<file path="config.mk">
export PLATFORM = sky130hd
export DESIGN_NAME = clock_set_ctrl
export DESIGN_NICKNAME = d
export VERILOG_FILES = /design/src/rtl/clock_set_ctrl.sv
export SDC_FILE = /design/constraint.sdc
export NUM_CORES = 1
export LEC_CHECK = 0
export BUFFER_PORTS_ARGS = -buffer_cell sky130_fd_sc_hd__buf_2
export CAP_MARGIN = 20
export CORE_ASPECT_RATIO = 1.25
export CORE_UTILIZATION = 40
export CTS_CLUSTER_DIAMETER = 50
export DETAILED_ROUTE_END_ITERATION = 10
export PLACE_DENSITY = 0.68
export SETUP_SLACK_MARGIN = 0.02
export SYNTH_ARGS = -nofsm -noshare
export SYNTH_HDL_FRONTEND = slang
export SYNTH_SLANG_ARGS = --single-unit
</file>
<file path="constraint.sdc">
create_clock -name i_clk -period 3.09 [get_ports i_clk]
set_input_delay 0.309 -clock i_clk [delete_from_list [all_inputs] [get_ports i_clk]]
set_output_delay 0.309 -clock i_clk [all_outputs]
set_load 0.03 [all_outputs]
</file>
<file path="src/rtl/clock_set_ctrl.sv">
// clock_set_ctrl: mode/sequencing controller for an HH:MM:SS clock built from chained counters.
// Ports:
//   i_clk, i_rst_n            clock, synchronous active-low reset
//   i_tick_1hz                1 Hz timebase pulse
//   i_sec_tick, i_min_tick    seconds/minutes counter carry ticks
//   i_btn_mode                debounced mode button pulse
//   i_btn_inc                 debounced increment button level
//   o_sec_en/o_min_en/o_hr_en registered counter enables
//   o_sec_srst                registered seconds-counter sync clear
//   o_mode                    0=RUN 1=SET_HH 2=SET_MM 3=SET_SS
//   o_blink                   blink phase for the selected field
// Optional feature: define CLOCK_SET_CTRL_BLINK_EN to build the blink flop; otherwise o_blink is tied 0.
module clock_set_ctrl #(
    parameter int REPEAT_DLY = 25_000_000,
    parameter int REPEAT_PER = 5_000_000,
    parameter int REPEAT_W   = 25,
    parameter int TIMEOUT_S  = 10
) (
    input  logic       i_clk,
    input  logic       i_rst_n,
    input  logic       i_tick_1hz,
    input  logic       i_sec_tick,
    input  logic       i_min_tick,
    input  logic       i_btn_mode,
    input  logic       i_btn_inc,
    output logic       o_sec_en,
    output logic       o_min_en,
    output logic       o_hr_en,
    output logic       o_sec_srst,
    output logic [1:0] o_mode,
    output logic       o_blink
);
    localparam int TW = $clog2(TIMEOUT_S + 1);

    typedef enum logic [1:0] {RUN = 2'd0, SET_HH = 2'd1, SET_MM = 2'd2, SET_SS = 2'd3} state_t;

    state_t                state, state_n;
    logic                  inc_d, armed;
    logic [REPEAT_W-1:0]   rpt;
    logic [TW-1:0]         tmo;
    logic                  in_set, rise, inc_pulse, timeout;

    // armed marks a press whose rising edge was seen in SET; a button still held
    // across a mode change stays unarmed until it is released and pressed again
    always_comb begin
        in_set    = state != RUN;
        rise      = i_btn_inc & ~inc_d;
        inc_pulse = in_set & ~i_btn_mode & i_btn_inc & (rise | (armed & rpt == '0));
        timeout   = in_set & i_tick_1hz & ~i_btn_mode & ~rise & ~inc_pulse
                    & (tmo == TW'(TIMEOUT_S - 1));
        state_n   = i_btn_mode ? state_t'(state + 2'd1) : timeout ? RUN : state;
    end

    always_ff @(posedge i_clk) begin
        if (!i_rst_n)
            state <= RUN;
        else
            state <= state_n;
    end

    always_ff @(posedge i_clk) begin
        if (!i_rst_n) begin
            inc_d      <= 1'b0;
            armed      <= 1'b0;
            rpt        <= '0;
            tmo        <= '0;
            o_sec_en   <= 1'b0;
            o_min_en   <= 1'b0;
            o_hr_en    <= 1'b0;
            o_sec_srst <= 1'b0;
        end else begin
            inc_d <= i_btn_inc;
            if (!in_set || i_btn_mode || !i_btn_inc) begin
                armed <= 1'b0;
                rpt   <= '0;
            end else if (rise) begin
                armed <= 1'b1;
                rpt   <= REPEAT_W'(REPEAT_DLY - 1);
            end else if (armed) begin
                rpt   <= (rpt == '0) ? REPEAT_W'(REPEAT_PER - 1) : rpt - 1'b1;
            end
            tmo <= (!in_set || i_btn_mode || rise || inc_pulse || timeout) ? '0 :
                   i_tick_1hz ? tmo + 1'b1 : tmo;
            // routing decided on the current state, so a carry in the leaving-RUN cycle still passes
            o_sec_en   <= !in_set && i_tick_1hz;
            o_min_en   <= in_set ? (state == SET_MM && inc_pulse) : i_sec_tick;
            o_hr_en    <= in_set ? (state == SET_HH && inc_pulse) : i_min_tick;
            o_sec_srst <= state == SET_SS && inc_pulse;
        end
    end

`ifdef CLOCK_SET_CTRL_BLINK_EN
    always_ff @(posedge i_clk) begin
        if (!i_rst_n)
            o_blink <= 1'b0;
        else
            o_blink <= (state_n == RUN) ? 1'b0 : inc_pulse ? 1'b1 : i_tick_1hz ? ~o_blink : o_blink;
    end
`else
    assign o_blink = 1'b0;
`endif

    assign o_mode = state;

endmodule
</file>
Yosys cells after proc, flatten, opt, wreduce, memory -nomap -nowiden
Index checks and enable logic that the tools add are counted.
{"block": "word_totals", "output_inout_bits": 7, "ff_bits": 37}
{"block": "classes", "addsub": 3, "reduce_logical": 18, "n_mux": 7, "eq_ne": 4, "bitwise": 16}
{"cell": "two-way mux 25 bit", "count": 3}
{"cell": "zero test 25 bit", "count": 1}
{"cell": "subtractor 25 x 1 -> 25 bit (second input constant)", "count": 1}
{"cell": "AND 1 bit", "count": 10}
{"cell": "nonzero test 2 bit", "count": 3}
{"cell": "logical OR 1 bit", "count": 5}
{"cell": "inverter 1 bit", "count": 5}
{"cell": "adder 4 x 1 -> 4 bit (second input constant)", "count": 1}
{"cell": "equality test 2 bit (second input constant)", "count": 2}
{"cell": "equality test 4 bit (second input constant)", "count": 1}
{"cell": "logical AND 1 bit", "count": 4}
{"cell": "two-way mux 2 bit", "count": 2}
{"cell": "OR reduction 2 bit", "count": 2}
{"cell": "OR reduction 3 bit", "count": 1}
{"cell": "adder 2 x 1 -> 2 bit (second input constant)", "count": 1}
{"cell": "equality test 2 x 1 -> 1 bit (second input constant)", "count": 1}
{"cell": "zero test 1 bit", "count": 2}
{"cell": "two-way mux 1 bit", "count": 2}
{"cell": "OR 1 bit", "count": 1}

Logic depth before layout (Yosys ltp)
Gate-level depths: netlist (run 1).
{"block": "depth", "ltp_word": 9, "depth_mapped": 8}

Worst setup path after synthesis (run 1)
No wires, ideal clock.
{"block": "synth_path", "kind": "register -> register", "start": "reg rpt[18]", "end": "reg rpt[10]", "stages_incl_launch_ff": 7, "synth_period_minus_slack_ns": 2.104, "required_ns": 2.975, "path_buffers": 1, "arrival_time_ns": 1.989, "setup_ns": 0.115, "path_slack_ns": 0.986, "path_cell_list": "dfxtp_1 > or4_4 > or3_4 > or4b_4 > buf_6 > nand2_4 > nor2_1"}
{"block": "synth_via", "elab_chain_len": 2}
{"item": "from (decl)", "line_no": "39", "rtl": "logic [REPEAT_W-1:0] rpt;"}
{"item": "from (signal assigned)", "line_no": "78", "rtl": "rpt <= REPEAT_W'(REPEAT_DLY - 1);"}
{"item": "from (signal assigned)", "line_no": "80", "rtl": "rpt <= (rpt == '0) ? REPEAT_W'(REPEAT_PER - 1) : rpt - 1'b1;"}
{"item": "zero test 25 bit", "line_no": "80"}
{"item": "two-way mux 25 bit", "line_no": "80"}
Every way passes these cells.
A chain may end at the register's enable or synchronous reset.

Worst setup path after layout (run 1)
{"block": "layout_path", "start": "reg rpt[18]", "end": "reg rpt[20]"}
{"block": "layout_via", "elab_chain_len": 4, "word_cells_on_any_way": 5, "cone_classes": "add/sub (1); mux (3); reduce/logical (1)"}
{"item": "subtractor 25 x 1 -> 25 bit or zero test 25 bit (tied branches)", "line_no": "80"}
{"item": "two-way mux 25 bit (*)", "line_no": "80"}
{"item": "two-way mux 25 bit (*)", "line_no": "79", "rtl": "end else if (armed) begin"}
{"item": "two-way mux 25 bit (*)", "line_no": "76", "rtl": "end else if (rise) begin"}
Mark *: on every way between the ends. The rest lies on a longest branch, timed or not. The select of a mux whose other input is x is not followed.

==> summary.md, run 1 <==
| Metric | Value |
|---|---|
| Critical Path Slowest Stage Cell | or4_4 |
| Clk_lat worst skew | about 0.29 ns |
| Post-synth top flop | dfxtp_1 |
| Max Cap Viol | 0 |
| Synth Register Bits | 37 |
| Critical Path RT | between 3 and 4 ns |
| Core area | roughly 4500 µm² |
| Per-cell routed wire length | 13.5 µm |
| Avg Cell Area, Syn | 8.77 µm² |
| # diodes | 0 |
| Cell Area, Synth | approximately 1900 µm² |
| Synthesized instance count | 216 |
| Die area | between 5000 and 6000 µm² |
| Post-synthesis sequential area ratio | 0.391 |
| Power Total | around 0.00095 W |
| Yosys warns | 0 |
| Clock skew | slightly below 0.01 ns |
| Final Max Tran Viols | 0 |
| Top cell type by total area after synthesis | dfxtp_1 |
| Cells taking the most area after synthesis | dfxtp_1, xnor2_1, ha_1, nor2_1, nor3_1 |
| Slew Limit Headroom | 0.530 |
| Fillcell total | 460 |
| Layout cell share with drive strength beyond 1 | 0.135 |
| Status | complete, no violations |
| Synth async-reset ratio | 0 |
| Crit-path max FO | 14 |
| Number of global-route vias before repair | 1502 |
| CP Capture Type | flop |
| Hold Fails Final Rpt | 0 |
| Number of nets in the layout | 245 |
| HP Class | input pin to flop |
| Fin crit share | 0.725 |
| Critical path type | flop to flop |
| Arrival time worst endpoint | between 2 and 2.5 ns |
| Area grow syn2layout | 10.1% |
| Clock sink total | 37 |
| Worst setup SP type | flop |
| Power per cell area | 454 nW/µm² |
| Post-CTS Resized | 0 |
| Yosys cell types | 51 |
| Cts bufs inserted | 5 |
| Final Setup Violations | 0 |
| Post-synth EDFFs | 0 |
| Starting Density | 0.425 |
| RSZ-0062 raised after global routing | no |
| PortBufs | 12 |
| Die height | 78.9 µm |
| Post-route DRC | 0 |
| Cts hold-fix bufs | 0 |
| Die W | 63.6 µm |
| First-pass DRT Iterations | 4 |
| Root Driver | clkbuf_8 |
| Final critical-path required period | approximately 2.2 ns |
| Syn nets | about 230 |
| Max Freq | roughly 0.45 GHz |
| Finished Layout Cells | approximately 290 |
| Via count | between 1500 and 2000 |
| DP Cell Count | 281 |
| Top-count cell post-synth | dfxtp_1 |
| Initial antenna violation count | 0 |
| Worst-Margin Slew | about 0.70 ns |
| Setup Fix Bufs, Post-CTS | 0 |
| Critical path's largest stage delay | 0.54 ns |
| Rows | 27 |
| Register Area | approximately 740 µm² |
| First-pass GRT wire length | just under 7000 µm |
| Ports | 14 |
| Post-DP HPWL | 2890 µm |
| Area of the multi-input gates | ~1100 µm² |
| Pin count of the biggest net entering global routing | 16 |
| Max VDD drop | 251 µV |
| Congestion Overflow GR | 0 |
| Leakage | between 0.7 and 0.8 nW |
| Htree depth | 2 |
| Yosys top cell area share | 0.391 |
| TNS Setup | 0 ns |
| Clock Tree Buf Depth | 2 |
| Post-route ant nets | 0 |
| 1st-iter DRT viols | 62 |
| Total wire length | about 3900 µm |
| Gr usage total | 0.174 |
| Worst-path clk slew | 0.07 ns |
| Critical-path cell list | or4_4, or3_4, nor3b_4, nor2b_1, o31a_1 |
| GPL Wtd Cong | a little over 0.8 |
| Vias/cell | around 5.5 |
| CTS tree | built |
| Top post-synthesis cells by count | dfxtp_1, nor2_1, nand2_1, nor3_1, xnor2_1 |
-- final timing paths --
check        startpoint        to  slack, ns  cells past startpoint
max             rpt[18]   rpt[20]       0.85                      5
min reg2reg     rpt[16]   rpt[16]       0.50                      2
min          i_sec_tick  o_min_en       0.27                      3
max reg2reg     rpt[18]   rpt[20]       0.85                      5
-- registers in the layout, summed over array words and instances (netlist names) --
name and cells:
rpt 25, o_sec_en 1, o_mode 2, inc_d 1, o_sec_srst 1, tmo 4
armed 1, o_hr_en 1, o_min_en 1
-- stage by stage --
stage / instance area (µm²) / setup slack [ns] / util / hold slack (ns)
after floorplan: 1890 / 0.986 / - / 0.448
after global placement: 2010 / 0.908 / 0.451 / 0.481
after detailed placement: 2010 / 0.852 / 0.451 / 0.492
after CTS: 2090 / 0.845 / 0.468 / 0.271
final: 2090 / 0.850 / 0.468 / 0.270
after global routing: 2090 / 0.692 / 0.468 / 0.285
-- placed cells by master (no fill, tap or decap), types with 2 or more instances in the layout --
master	n
nand4_1	5
nand3_1	6
xnor2_1	14
a21boi_0	2
nor2_1	19
buf_2	12
nand3b_1	2
buf_4	5
nand2_1	18
nand2b_1	2
o22ai_1	2
o211ai_1	2
and3_1	2
a21oi_1	5
clkbuf_8	5
xor2_1	5
a31oi_1	8
nor4_1	5
nor3_1	14
and2_1	4
dfxtp_1	37
inv_1	7
nor2b_1	4
ha_1	8
o21ai_0	8
a211oi_1	2
-- cells by family after synthesis --
family / Yosys count / synth area share
AO/OA/AOI/OAI: 39 / 0.143
XOR/XNOR: 19 / 0.0878
adder cells (fa/ha/maj): 8 / 0.0528
buffers and inverters: 17 / 0.0416
flip-flops: 37 / 0.391
multiplexers: 1 / 0.00528
other: 1 / 0.00198
AND/OR/NAND/NOR: 94 / 0.277
-- report_power, final --
part	switching, W	total (W)	internal [W]
sequential	0.00000967	0.000497	0.000488
combinational	0.0000870	0.000140	0.0000527
clock	0.000161	0.000309	0.000148
-- layout make-up --
type	instances	share of cell area
clock inverters	1	0.00240
repair buffers	17	0.0468
clock buffers	5	0.0330
multi-input cells	162	0.515
well taps	58	0.0348
flip-flops and latches	37	0.355
inverters	7	0.0126
-- critical path: cells and delay by family (launching register included) --
kind | cells | cell delay (ns)
AO/OA/AOI/OAI | 1 | 0.26
flip-flops | 1 | 0.33
AND/OR/NAND/NOR | 4 | 1.54
-- routing by layer --
layer | share of wire | global-route usage | vias up
met2 | 0.52 | 0.324 | 26
li1 | - | - | 795
met1 | 0.44 | 0.186 | 745
met5 | 0 | 0 | -
met4 | 0.017 | 0.0705 | 0
met3 | 0.031 | 0.0388 | 7
No activity file was read; power rests on OpenSTA's default activity.
==> run 2, diff against run 1 <==
Settings changed: ABC_AREA from default to 1.
Clock period 3.09 ns to 2.1 ns, I/O delays scaled along.
==> summary.md, run 2 <==
| Metric | Value |
|---|---|
| Status | complete, no violations |
| R2R Path End | rpt[17] |
| Post-CTS Resized | 0 (unchanged) |
| Number of nets in the layout | 338 (+38%) |
| Starting Density | 0.420 (-0.00514) |
| Net switching power | 0.000429 W (+66%) |
| Switching share of total power | 0.287 (+0.0147) |
| TNS Setup | 0 ns (unchanged) |
| Synth Register Bits | 37 (unchanged) |
| Cells taking the most area after synthesis | dfxtp_1, nand2_1, nor2_1, inv_1, ha_1 |
| Post-DP HPWL | 3630 µm (+26%) |
| Total wire length | 4560 µm (+18%) |
| Syn nets | 320 (+39%) |
| Core area | 5120 µm² (+15%) |
| Arrival time worst endpoint | 2.02 ns (-0.40 ns) |
| Cts bufs inserted | 5 (unchanged) |
| Power Total | 0.00149 W (+58%) |
| Top post-synthesis cells by count | nand2_1, nor2_1, inv_1, dfxtp_1, nand3_1 |
| RSZ-0062 raised after global routing | no |
| Clock sink total | 37 (unchanged) |
| Post-route ant nets | 0 (unchanged) |
| Power per cell area | 631 nW/µm² (+39%) |
| Cell Area, Synth | 2150 µm² (+13%) |
| First-pass GRT wire length | 8130 µm (+19%) |
| CP Capture Type | flop |
| Yosys cell types | 32 (-37%) |
| Yosys warns | 0 (unchanged) |
| Number of global-route vias before repair | 1849 (+23%) |
| 1st-iter DRT viols | 68 (+9.7%) |
| Gr usage total | 0.189 (+0.0149) |
| Fin crit share | 0.852 (+0.127) |
| Post-synth top flop | dfxtp_1 |
| Max VDD drop | 318 µV (+26%) |
| Number of cells on the worst hold path | 3 (unchanged) |
| Die W | 67.5 µm (+6.3%) |
| R2R Setup Slk | 0.31 ns (-0.54 ns) |
| Per-cell routed wire length | 11.8 µm (-12%) |
| Htree depth | 2 (unchanged) |
| Reg power frac | 0.491 (-0.034) |
| Pin count of the biggest net entering global routing | 11 (-5) |
| Worst-path clk slew | 0.07 ns (about the same) |
| Clk_lat worst skew | 0.30 ns (about the same) |
| Crit-path max FO | 9 (-5) |
| Rows | 29 (+7.4%) |
| Max FFs per register | 25 (unchanged) |
| Hold Fails Final Rpt | 0 (unchanged) |
| Final critical-path required period | 1.79 ns (-0.452 ns) |
| Final Setup Violations | 0 (unchanged) |
| Via count | 1893 (+20%) |
| Clock skew | 0.0114 ns (+0.00172 ns) |
| Critical Path RT | 2.33 ns (-0.94 ns) |
| Largest reg by FF count | rpt |
| Clock Tree Buf Depth | 2 (unchanged) |
| Setup Fix Bufs, Post-CTS | 0 (unchanged) |
| Commonest cells after routing, fill and taps aside | nand2_1, nor2_1, inv_1 |
| Initial antenna violation count | 0 (unchanged) |
| Post-route DRC | 0 (unchanged) |
| CTS tree | built |
| FF-to-FF path depth | 11 (+6) |
| Top cell type by total area after synthesis | dfxtp_1 |
| Internal Pwr Total | 0.00106 W (+54%) |
| Die area | 5670 µm² (+13%) |
| Clk network pwr share | 0.340 (+0.013) |
| GPL Wtd Cong | 0.901 (+8.9%) |
| First-pass DRT Iterations | 4 (unchanged) |
| Synth async-reset ratio | 0 (unchanged) |
| Comb power frac | 0.169 (+0.021) |
| Root Driver | clkbuf_8 |
| Die height | 83.9 µm (+6.3%) |
| Area grow syn2layout | 10.1% (about the same) |
| Vias/cell | 4.92 (-10%) |
| R2R Path Start | o_mode[0] |
| Critical path type | flop to flop |
| Leakage | 1.13 nW (+45%) |
| HP Class | input pin to flop |
| Most common cell after layout, fill and taps aside | nand2_1 |
| Yosys top cell area share | 0.345 (-0.0460) |
| PortBufs | 12 (unchanged) |
| Final Max Tran Viols | 0 (unchanged) |
| Post-synth EDFFs | 0 (unchanged) |
| Worst setup SP type | flop |
| Cts hold-fix bufs | 0 (unchanged) |
| # diodes | 0 (unchanged) |
| Ports | 14 (unchanged) |
| Hold Startpoint | i_btn_inc |
| Post-synthesis sequential area ratio | 0.345 (-0.0460) |
| Worst Hold Path EP | inc_d |
| Top-count cell post-synth | nand2_1 |
| Max Cap Viol | 0 (unchanged) |
| Avg Cell Area, Syn | 7.04 µm² (-20%) |
| Layout cell share with drive strength beyond 1 | 0.170 (+0.0349) |
| Synthesized instance count | 305 (+41%) |
| Congestion Overflow GR | 0 (unchanged) |
| Max Freq | 0.559 GHz (+25%) |
## run 2: changes by cell type in the layout (fill, tap and decap cells not counted), moves of 8 or more
cell	before	now
nand3_1	6	19
nor2_2	0	8
nor3_1	14	2
nor2_1	19	50
inv_1	7	40
nand2_1	18	53
## run 2: layout make-up
cell class | instances | area (µm²)
well taps | 62 | 77.6
inverters | 47 | 179
fillers | 521 | 2750
multi-input cells | 218 | 1200
flip-flops and latches | 37 | 741
repair buffers | 14 | 75.1
clock buffers | 7 | 86.3
## run 2: worst max path at each step
stage,from,to,slack (ns),cells past startpoint
finish,o_mode[0],rpt[17],0.31,11
global route,o_mode[0],rpt[17],0.09,11
CTS,o_mode[0],rpt[17],0.30,11
detailed placement,o_mode[0],rpt[17],0.31,11
global placement,o_mode[0],rpt[17],0.43,11
floorplan,o_mode[0],rpt[17],0.35,11
## run 2: routing by layer
layer	GRT usage	vias to the layer above	share of wire
li1	-	992	-
met1	0.220	857	0.44
met2	0.319	32	0.50
met3	0.0492	12	0.032
met4	0.0696	0	0.023
met5	0	-	0
## run 2: cells by family after synthesis
logic type,Yosys count,share of synthesized area
AOI/OAI and AO/OA,35,0.0897
xor gates and xnor gates,13,0.0530
adders and majority gates,8,0.0466
buffers and inverters,50,0.0938
DFF,37,0.345
other,1,0.00175
and+or+nand+nor,161,0.370
## run 2: power groups by stage
stage / Sequential [W] / Combinational [W] / Clock, W
after floorplan: 0.000759 / 0.000183 / 0
after global placement: 0.000747 / 0.000249 / 0
after detailed placement: 0.000748 / 0.000250 / 0
after CTS: 0.000732 / 0.000252 / 0.000520
after global routing: 0.000734 / 0.000287 / 0.000544
final: 0.000732 / 0.000252 / 0.000508
## run 2: per-stage QoR
step / util / area [µm²] / worst slack [ns] / hold WS (ns) / cells
after global routing: 0.462 / 2360 / 0.0931 / 0.178 / 385
final: 0.462 / 2360 / 0.311 / 0.163 / 385
after detailed placement: 0.445 / 2280 / 0.314 / 0.463 / 378
after CTS: 0.462 / 2360 / 0.296 / 0.159 / 385
after global placement: 0.445 / 2280 / 0.433 / 0.464 / 378
after floorplan: - / 2150 / 0.348 / 0.322 / 305
## run 2: worst max-delay path: stages, from the launching register on
cell,delay [ns]
dfxtp_1,0.43
inv_1,0.09
ha_1,0.24
inv_1,0.06
nand2_1,0.06
nor2_1,0.14
inv_2,0.12
nor2_1,0.12
inv_1,0.09
nor2_2,0.17
o21ai_1,0.09
a21oi_1,0.11
==> run 3, diff against run 2 <==
Settings changed: CORE_UTILIZATION 40 to 31, PLACE_DENSITY 0.68 to 0.57.
==> summary.md, run 3 (synthesized netlist as in run 2, its figures left out) <==
| Metric | Value |
|---|---|
| 1st-iter DRT viols | 51 (-25%) |
| Hold Fails Final Rpt | 0 (unchanged) |
| Htree depth | 2 (unchanged) |
| Arrival time worst endpoint | 2.00 ns (-0.02 ns) |
| Number of nets in the layout | 338 (unchanged) |
| Post-route DRC | 0 (unchanged) |
| GPL Wtd Cong | 0.835 (-7.3%) |
| R2R Path End | rpt[17] |
| First-pass DRT Iterations | 4 (unchanged) |
| Final critical-path required period | 1.78 ns (-0.00931 ns) |
| Post-route ant nets | 0 (unchanged) |
| Fin crit share | 0.847 (-0.00443) |
| Clock Tree Buf Depth | 2 (unchanged) |
| Worst Setup Slack, final | 0.320 ns (+0.00931 ns) |
| Critical Path RT | 2.32 ns (about the same) |
| Rows | 33 (+14%) |
| # diodes | 0 (unchanged) |
| Per-cell routed wire length | 11.6 µm (-1.9%) |
| Ports | 14 (unchanged) |
| Final Setup Violations | 0 (unchanged) |
| DP Cell Count | 403 (+6.6%) |
| Power per cell area | 624 nW/µm² (-1.1%) |
| RSZ-0062 raised after global routing | no |
| Clk_lat worst skew | 0.29 ns (about the same) |
| Finished Layout Cells | 410 (+6.5%) |
| Post-DP HPWL | 3780 µm (+4.1%) |
| Critical path type | flop to flop |
| Clock sink total | 37 (unchanged) |
| First-pass GRT wire length | 8220 µm (+1.1%) |
| CP Capture Type | flop |
| R2R Setup Slk | 0.32 ns (about the same) |
| Layout cell share with drive strength beyond 1 | 0.173 (+0.00310) |
| Total wire length | 4770 µm (+4.5%) |
| Cts bufs inserted | 5 (unchanged) |
| Worst Hold Path EP | inc_d |
| Setup Fix Bufs, Post-CTS | 0 (unchanged) |
| Most common cell after layout, fill and taps aside | nand2_1 |
| Root Driver | clkbuf_8 |
| Clock skew | 0.00228 ns (-0.00912 ns) |
| Die height | 95.0 µm (+13%) |
| Gr usage total | 0.143 (-0.0453) |
| FF-to-FF path depth | 11 (unchanged) |
| Vias/cell | 4.54 (-7.6%) |
| Die W | 76.4 µm (+13%) |
| Pin count of the biggest net entering global routing | 12 (+1) |
| Via count | 1863 (-1.6%) |
| TNS Setup | 0 ns (unchanged) |
| Area of the multi-input gates | 1200 µm² (unchanged) |
| Final Max Tran Viols | 0 (unchanged) |
| Register Area | 741 µm² (unchanged) |
| Setup Slack @ Placement | 0.322 ns (+0.00766 ns) |
| Cts hold-fix bufs | 0 (unchanged) |
| Initial antenna violation count | 0 (unchanged) |
| Status | complete, no violations |
| Number of global-route vias before repair | 1847 (-0.11%) |
| PortBufs | 12 (unchanged) |
| Congestion Overflow GR | 0 (unchanged) |
| Core area | 6610 µm² (+29%) |
| Area grow syn2layout | 11.7% |
| Hold Startpoint | i_btn_inc |
| Max Freq | 0.562 GHz (+0.52%) |
| HP Class | input pin to flop |
| Max FFs per register | 25 (unchanged) |
| Worst-path clk slew | 0.07 ns (about the same) |
| Power Total | 0.00150 W (+0.37%) |
| Post-CTS Resized | 0 (unchanged) |
| Starting Density | 0.325 (-0.0947) |
| Die area | 7260 µm² (+28%) |
| Leakage | 1.13 nW (about the same) |
| Number of cells on the worst hold path | 3 (unchanged) |
| Commonest cells after routing, fill and taps aside | nand2_1, nor2_1, inv_1 |
| R2R Path Start | o_mode[0] |
| Fillcell total | 723 (+39%) |
| Max Cap Viol | 0 (unchanged) |
| Max VDD drop | 319 µV (+0.37%) |
| Worst setup SP type | flop |
| Largest reg by FF count | rpt |
| Crit-path max FO | 9 (unchanged) |
| CTS tree | built |
## run 3: final cells by class
class,count,area share
Inverter,47,0.0746
Multi-Input combinational cell,218,0.502
Sequential cell,37,0.309
Timing Repair Buffer,14,0.0313
Tap cell,87,0.0454
Clock inverter,1,0.00313
Clock buffer,6,0.0344
## run 3: where the power goes
part | switching (W) | internal [W]
Combinational | 0.000167 | 0.0000856
Sequential | 0.0000138 | 0.000717
Clock | 0.000254 | 0.000259
Total | 0.000435 | 0.00106
## run 3: per-stage QoR
stage	util	instance area, µm²	hold slack (ns)
after floorplan	-	2150	0.322
after global placement	0.349	2310	0.470
after detailed placement	0.349	2310	0.474
after CTS	0.363	2400	0.174
after global routing	0.363	2400	0.192
final	0.363	2400	0.177
## run 3: how the worst max path moves through the flow
stage                   start       to  slack, ns  cells after the start
floorplan           o_mode[0]  rpt[17]       0.35                     11
global placement    o_mode[0]  rpt[17]       0.42                     11
detailed placement  o_mode[0]  rpt[17]       0.32                     11
CTS                 o_mode[0]  rpt[17]       0.31                     11
global route        o_mode[0]  rpt[17]       0.06                     11
finish              o_mode[0]  rpt[17]       0.32                     11
## run 3: critical path: stages (launching register included)
cell and delay, ns:
dfxtp_1 0.43, inv_1 0.09, ha_1 0.24, inv_1 0.06
nand2_1 0.06, nor2_1 0.14, inv_2 0.12, nor2_1 0.12
inv_1 0.08, nor2_2 0.18, o21ai_1 0.09, a21oi_1 0.11
## run 3: per-layer routing
metal	up-vias	wire length, µm	global-route usage
met5	-	0	0
met4	0	72	0.0497
met3	8	134	0.0325
met2	25	2440	0.276
met1	841	2120	0.154
li1	989	-	-
